==> src/rtl/pad_align_pkg.sv <==
// Shared types and defaults for the pad/align pipeline.
package pad_align_pkg;

  localparam int DEFAULT_COUNT_WIDTH = 16;

  typedef enum logic [1:0] {
    MODE_MSB      = 2'd0,
    MODE_LSB_ZERO = 2'd1,
    MODE_LSB_SIGN = 2'd2
  } mode_e;

endpackage

==> src/rtl/pad_align_comb.sv <==
// Per-mode width adaptation (pad, truncate or pass through); purely combinational.
// Inexact detection exists only when PAD_ALIGN_PIPE_STICKY_EN is defined.
module pad_align_comb
  import pad_align_pkg::*;
#(
  parameter int IN_WIDTH  = 8,
  parameter int OUT_WIDTH = 8
) (
  input  logic [IN_WIDTH-1:0]  in_data,
  input  logic [1:0]           in_mode,
  output logic [OUT_WIDTH-1:0] out_data,
  output logic                 out_inexact
);

  // Mode 3 is undefined on the wire and falls back to MSB alignment.
  logic msb_align;
  assign msb_align = !((in_mode == MODE_LSB_ZERO) || (in_mode == MODE_LSB_SIGN));

  if (IN_WIDTH < OUT_WIDTH) begin : g_pad
    localparam int PAD = OUT_WIDTH - IN_WIDTH;
    logic ext_bit;
    assign ext_bit     = (in_mode == MODE_LSB_SIGN) & in_data[IN_WIDTH-1];
    assign out_data    = msb_align ? {in_data, {PAD{1'b0}}} : {{PAD{ext_bit}}, in_data};
    assign out_inexact = 1'b0;
  end else if (IN_WIDTH > OUT_WIDTH) begin : g_cut
    assign out_data = msb_align ? in_data[IN_WIDTH-1 -: OUT_WIDTH] : in_data[OUT_WIDTH-1:0];
`ifdef PAD_ALIGN_PIPE_STICKY_EN
    localparam int CUT = IN_WIDTH - OUT_WIDTH;
    assign out_inexact = msb_align ? |in_data[CUT-1:0] : |in_data[IN_WIDTH-1 -: CUT];
`else
    logic unused_dropped;
    assign unused_dropped = ^in_data;
    assign out_inexact    = 1'b0;
`endif
  end else begin : g_same
    logic unused_mode;
    assign unused_mode = msb_align;
    assign out_data    = in_data;
    assign out_inexact = 1'b0;
  end

endmodule

==> src/rtl/pad_align_pipe.sv <==
// Width adapter behind a 2-entry output/skid pipeline; 1-cycle latency, in_ready is skid-empty only.
// Optional inexact flag and saturating drop counter enabled by PAD_ALIGN_PIPE_STICKY_EN.
module pad_align_pipe
  import pad_align_pkg::*;
#(
  parameter int IN_WIDTH    = 8,
  parameter int OUT_WIDTH   = 8,
  parameter int COUNT_WIDTH = DEFAULT_COUNT_WIDTH
) (
  input  logic                   clock,
  input  logic                   resetn,
  input  logic                   in_valid,
  output logic                   in_ready,
  input  logic [IN_WIDTH-1:0]    in_data,
  input  logic [1:0]             in_mode,
  output logic                   out_valid,
  input  logic                   out_ready,
  output logic [OUT_WIDTH-1:0]   out_data,
  output logic                   out_inexact,
  output logic [COUNT_WIDTH-1:0] drop_count
);

  logic [OUT_WIDTH-1:0] adapt_data;
  logic                 adapt_inexact;
  logic [OUT_WIDTH-1:0] skid_data;
  logic                 skid_inexact;
  logic                 skid_valid;
  logic                 accept;
  logic                 out_load;

  pad_align_comb #(
    .IN_WIDTH  (IN_WIDTH),
    .OUT_WIDTH (OUT_WIDTH)
  ) u_comb (
    .in_data     (in_data),
    .in_mode     (in_mode),
    .out_data    (adapt_data),
    .out_inexact (adapt_inexact)
  );

  // Ready depends only on skid occupancy, so out_ready never reaches in_ready.
  assign in_ready = resetn & ~skid_valid;
  assign accept   = in_valid & in_ready;
  assign out_load = ~out_valid | out_ready;

  always_ff @(posedge clock or negedge resetn) begin
    if (!resetn) begin
      out_valid    <= 1'b0;
      out_data     <= '0;
      out_inexact  <= 1'b0;
      skid_valid   <= 1'b0;
      skid_data    <= '0;
      skid_inexact <= 1'b0;
    end else if (out_load) begin
      out_valid <= skid_valid | accept;
      if (skid_valid) begin
        out_data     <= skid_data;
        out_inexact  <= skid_inexact;
        skid_valid   <= 1'b0;
      end else if (accept) begin
        out_data    <= adapt_data;
        out_inexact <= adapt_inexact;
      end
    end else if (accept) begin
      skid_valid   <= 1'b1;
      skid_data    <= adapt_data;
      skid_inexact <= adapt_inexact;
    end
  end

`ifdef PAD_ALIGN_PIPE_STICKY_EN
  logic [COUNT_WIDTH-1:0] drop_q;

  always_ff @(posedge clock or negedge resetn) begin
    if (!resetn) begin
      drop_q <= '0;
    end else if (out_valid && out_ready && out_inexact && !(&drop_q)) begin
      drop_q <= drop_q + 1'b1;
    end
  end

  assign drop_count = drop_q;
`else
  assign drop_count = '0;
`endif

endmodule

==> config.mk <==
export PLATFORM = sky130hd
export DESIGN_NAME = pad_align_pipe
export DESIGN_NICKNAME = d
export VERILOG_FILES = /design/src/rtl/pad_align_pkg.sv /design/src/rtl/pad_align_comb.sv /design/src/rtl/pad_align_pipe.sv
export SDC_FILE = /design/constraint.sdc
export NUM_CORES = 1
export LEC_CHECK = 0
export CORE_MARGIN = 1
export CORE_UTILIZATION = 41
export CTS_CLUSTER_SIZE = 8
export DETAILED_ROUTE_END_ITERATION = 8
export GPL_ROUTABILITY_DRIVEN = 0
export PLACE_DENSITY_LB_ADDON = 0.08
export SLEW_MARGIN = 10
export SYNTH_ARGS = -nofsm -noshare
export SYNTH_HDL_FRONTEND = slang
export SYNTH_SLANG_ARGS = --single-unit
==> constraint.sdc <==
create_clock -name clock -period 1.7 [get_ports clock]
set_input_delay 0.425 -clock clock [delete_from_list [all_inputs] [get_ports clock]]
set_output_delay 0.425 -clock clock [all_outputs]
set_load 0.05 [all_outputs]
## After elaboration in Yosys (flattened, before gate mapping)

Cells that the tools add are included.

| storage, ports and cells | value |
|---|---|
| register bits after elaboration | 19 |
| bits of input ports | 14 |

| operators by class | value |
|---|---|
| multiplexer cells | 6 |
| bitwise gates (word level) | 7 |
| reduce and logical (&&, ||, !) cells | 4 |

Operators with widths:

| cell | number |
|---|---|
| $mux 8 | 2 |
| $mux 1 | 4 |
| $reduce_and 2->1 | 2 |
| $reduce_bool 2->1 | 2 |
| $not 1->1 | 3 |
| $and 1x1->1 | 2 |
| $or 1x1->1 | 2 |

## Depth between registers and ports, before layout

| depth | value |
|---|---|
| word-level depth | 5 |
| gate-level depth with buffers | 4 |

## Cells and area by module

Synthesis repeated with hierarchy kept, for this count alone.

| unflattened totals | value |
|---|---|
| cell total of the unflattened synthesis | 83 |
| area, all modules | 1102.3 um2 |

By module, submodules not included:

| module | instances | cells an instance | area an instance (um2) |
|---|---|---|---|
| pad_align_pipe | 1 | 73 | 1031.0 |
| pad_align_comb | 1 | 10 | 71.3 |

## Least setup slack after synthesis

OpenSTA, ideal clock, no wires.

| timing | value |
|---|---|
| path kind | reg-to-reg |
| start point | reg out_valid |
| end point | reg skid_data[0] |
| setup time | 125 ps |
| arrival | 1382 ps |
| data required time | 1575 ps |
| slack | 194 ps |
| stages on the path, launching flop included | 4 |
| buffers on the path | 0 |
| cell sequence | dfrtp_1 > nor2b_2 > nand3_4 > mux2_2 |

| on the way | value |
|---|---|
| cells in the longest elaborated chain, start to end | 4 |

Ends and longest elaborated chain:

| element | RTL line | RTL |
|---|---|---|
| start, declared | pad_align_pipe.sv:16 | `output logic out_valid,` |
| start signal, assigned | pad_align_pipe.sv:55 | `out_valid <= skid_valid \| accept;` |
| $not 1->1 | pad_align_pipe.sv:44 | `assign out_load = ~out_valid \| out_ready;` |
| $or 1x1->1 | pad_align_pipe.sv:44 |  |
| $not 1->1 (no source line) | n/a |  |
| $reduce_and 2->1 (no source line) | n/a |  |
| end signal, assigned | pad_align_pipe.sv:66 | `skid_data <= adapt_data;` |
| end, declared | pad_align_pipe.sv:25 | `logic [OUT_WIDTH-1:0] skid_data;` |

No other way between the ends.
A chain may end at the register's enable or synchronous reset.

## Final worst setup path

| timing | value |
|---|---|
| start point | reg skid_valid |
| end point | out in_ready |

| on the way | value |
|---|---|
| cells in the longest elaborated chain, start to end | 2 |

Ends and longest elaborated chain:

| element | RTL line | RTL |
|---|---|---|
| start, declared | pad_align_pipe.sv:27 | `logic skid_valid;` |
| start signal, assigned | pad_align_pipe.sv:51 | `skid_valid <= 1'b0;` |
| start signal, assigned | pad_align_pipe.sv:59 | `skid_valid <= 1'b0;` |
| start signal, assigned | pad_align_pipe.sv:65 | `skid_valid <= 1'b1;` |
| $not 1->1 | pad_align_pipe.sv:42 | `assign in_ready = resetn & ~skid_valid;` |
| $and 1x1->1 | pad_align_pipe.sv:42 |  |
| end, declared | pad_align_pipe.sv:13 | `output logic in_ready,` |

No other way between the ends.

==> impl_results.md <==
* Slew Viols, Final at 0
* Die Width at 50 um
* First-pass GRT wire length at 2380 um
* DR vias at 567
* Pwr Density at 1192 nW/um^2
* CTS root buffer: clkbuf_4
* Final setup skew at 1.919 ps
* Dpl hpwl at 1039 um
* Antenna diodes at 0
* WP buf/inv at 1
* # rows at 17
* Clock Latency Late Sink at 280 ps
* Share of layout cells above drive strength 1 at 0.5051
* Vias in the first global route at 562
* Initial Utilization at 0.4312
* Delay-heaviest family, CP: flip-flops
* Tot GR Track Use at 0.1276
* Final hold vios at 0
* Syn_area_per_cell at 13.69 um^2
* Max rail drop VDD at 646.5 uV
* CP arrival at 1100 ps
* Total Routed Length at 1365 um
* Worst Setup Start Kind: flip-flop
* Slowest CP cell: dfrtp_1
* Most common cell after layout, fill and taps aside: mux2_2
* # nets final at 114
* CTS tree: done
* Via-to-Cell Ratio at 4.465
* Area of the die at 2500 um^2
* Status: complete, no violations
* Crit path time final at 1523 ps
* Worst reg2reg setup slack at 250 ps
* Fillers at 210
* Largest net degree at the start of global routing at 19
* Most frequent cells in the layout: mux2_2 (24), dfrtp_1 (18), conb_1 (17)
* Fraction of the yosys area taken by sequential cells at 0.4768
* Fmax achieved at 656.7 MHz
* CTS Buf Count at 3
* Port bufs at 21
* Period utilization at 0.8957
* Crit. path cell count at 2
* Initial antenna violation count at 0
* Vert. Die Dim at 50 um
* Tot Pwr at 1414 uW
* Post-synthesis cell area at 944.7 um^2
* Cts hold-fix bufs at 0
* Setup-failing EPs final at 0
* Synthesis-to-layout area growth at 25.56%
* Post-layout util at 0.5414
* CTS Sinks at 18
* Drt first pass iters at 3
* Wirelength per Cell at 10.75 um
* Clk slew on worst S/H paths at 100 ps
* Final ANT Viol Nets at 0
* H-tree depth at 1
* Mapped Cells at 69
* Longest Clk Path Bufs at 2
* Core region area at 2191 um^2
* Max Cap Viol at 0
* Netlist cell types at 13
* Crit-path max cell delay at 490 ps
* RSZ-0062 raised after global routing: no
* Synth warn at 0
* Worst Path Max Fanout at 5
* Hold WC Path Type: input pin to async pin
* Crit-path cells: nor2b_4 -> buf_12
* # IOs at 41
* Grt ovf at 0
* DRC at 0
* CP Capture Type: output pin
* R2r worst-path depth at 3
* Leakage at 0.0005476 uW
* DR iter-0 viols at 1
* Critical Path RT at 1270 ps
* Yosys reg bits at 18
* CP Class: flip-flop to output pin
[cell usage after synthesis]
| cell | count | area, um^2 |
|---|---|---|
| mux2_2 | 24 | 270.3 |
| dfrtp_1 | 18 | 450.4 |
| buf_4 | 17 | 127.6 |
| a21oi_4 | 1 | 16.27 |
| buf_6 | 1 | 11.26 |
| conb_1 | 1 | 3.750 |
| nand2_1 | 1 | 3.750 |
| nand2b_1 | 1 | 6.260 |
| nand3_4 | 1 | 17.52 |
| nor2_1 | 1 | 3.750 |
| nor2_4 | 1 | 11.26 |
| nor2b_2 | 1 | 8.760 |
| nor2b_4 | 1 | 13.76 |
[state kept, by name, summed over array words and instances (netlist names)]
register and flops:
skid_data 8, skid_valid 1, out_valid 1, out_data 8
[final timing paths]
kind                                   start           end
worst min register to register  skid_data[1]  skid_data[1]
worst min-delay path                  resetn  skid_data[0]
worst max register to register    skid_valid   out_data[6]
worst max-delay path              skid_valid      in_ready
min in group clock              skid_data[1]  skid_data[1]
max in group asynchronous             resetn  skid_data[4]
[per-layer routing]
| metal | wire length (um) | part of all wire | vias up | GRT usage |
|---|---|---|---|---|
| li1 | - | - | 261 | - |
| met1 | 597 | 0.44 | 286 | 0.1529 |
| met2 | 687 | 0.50 | 20 | 0.2200 |
| met3 | 81 | 0.059 | 0 | 0.04012 |
| met4 | 0 | 0 | 0 | 0.02857 |
| met5 | 0 | 0 | - | 0 |
[power breakdown]
part | leakage (uW) | switching [uW] | internal (uW)
logic | 0.000310 | 357 | 211
registers | 0.000216 | 50.5 | 535
clock network | 0.0000210 | 130 | 130
total | 0.000548 | 537 | 877
[repair_timing]
action	CTS	global route
hold endpoints to repair	0	0
buffers inserted	1	0
endpoints found under the setup margin	1	0
resized for setup	1	0
[metrics by stage]
step | instances | worst slack, ps | area, um^2 | hold WS (ps) | TNS [ps]
final | 127 | 177.3 | 1186 | 324.2 | 0
after global routing | 127 | 115.5 | 1186 | 332.3 | 0
after CTS | 127 | 156.9 | 1186 | 327.5 | 0
after detailed placement | 122 | -117.8 | 1144 | 490.9 | -1480
after global placement | 122 | -104.9 | 1144 | 481.6 | -1253
after floorplan | 85 | 193.6 | 1005 | 129.4 | 0
[cell families (layout without fill, tap and decap cells)]
kind of cell    Yosys count  after routing  synth area share
mux                      24             24            0.2861
flops                    18             18            0.4768
buf+inv                  18             32            0.1470
simple gates              7              7           0.06887
other cells               1             17          0.003970
compound gates            1              1           0.01722
[area by class of cell]
type / count / area [um^2] / area share
clock buffer: 4 / 36.28 / 0.03059
multi-input combinational: 49 / 415.4 / 0.3502
sequential: 18 / 450.4 / 0.3797
tap: 28 / 35.03 / 0.02954
timing repair buffer: 28 / 249.0 / 0.2099
Note: power is estimated with default switching activity, not from simulation.
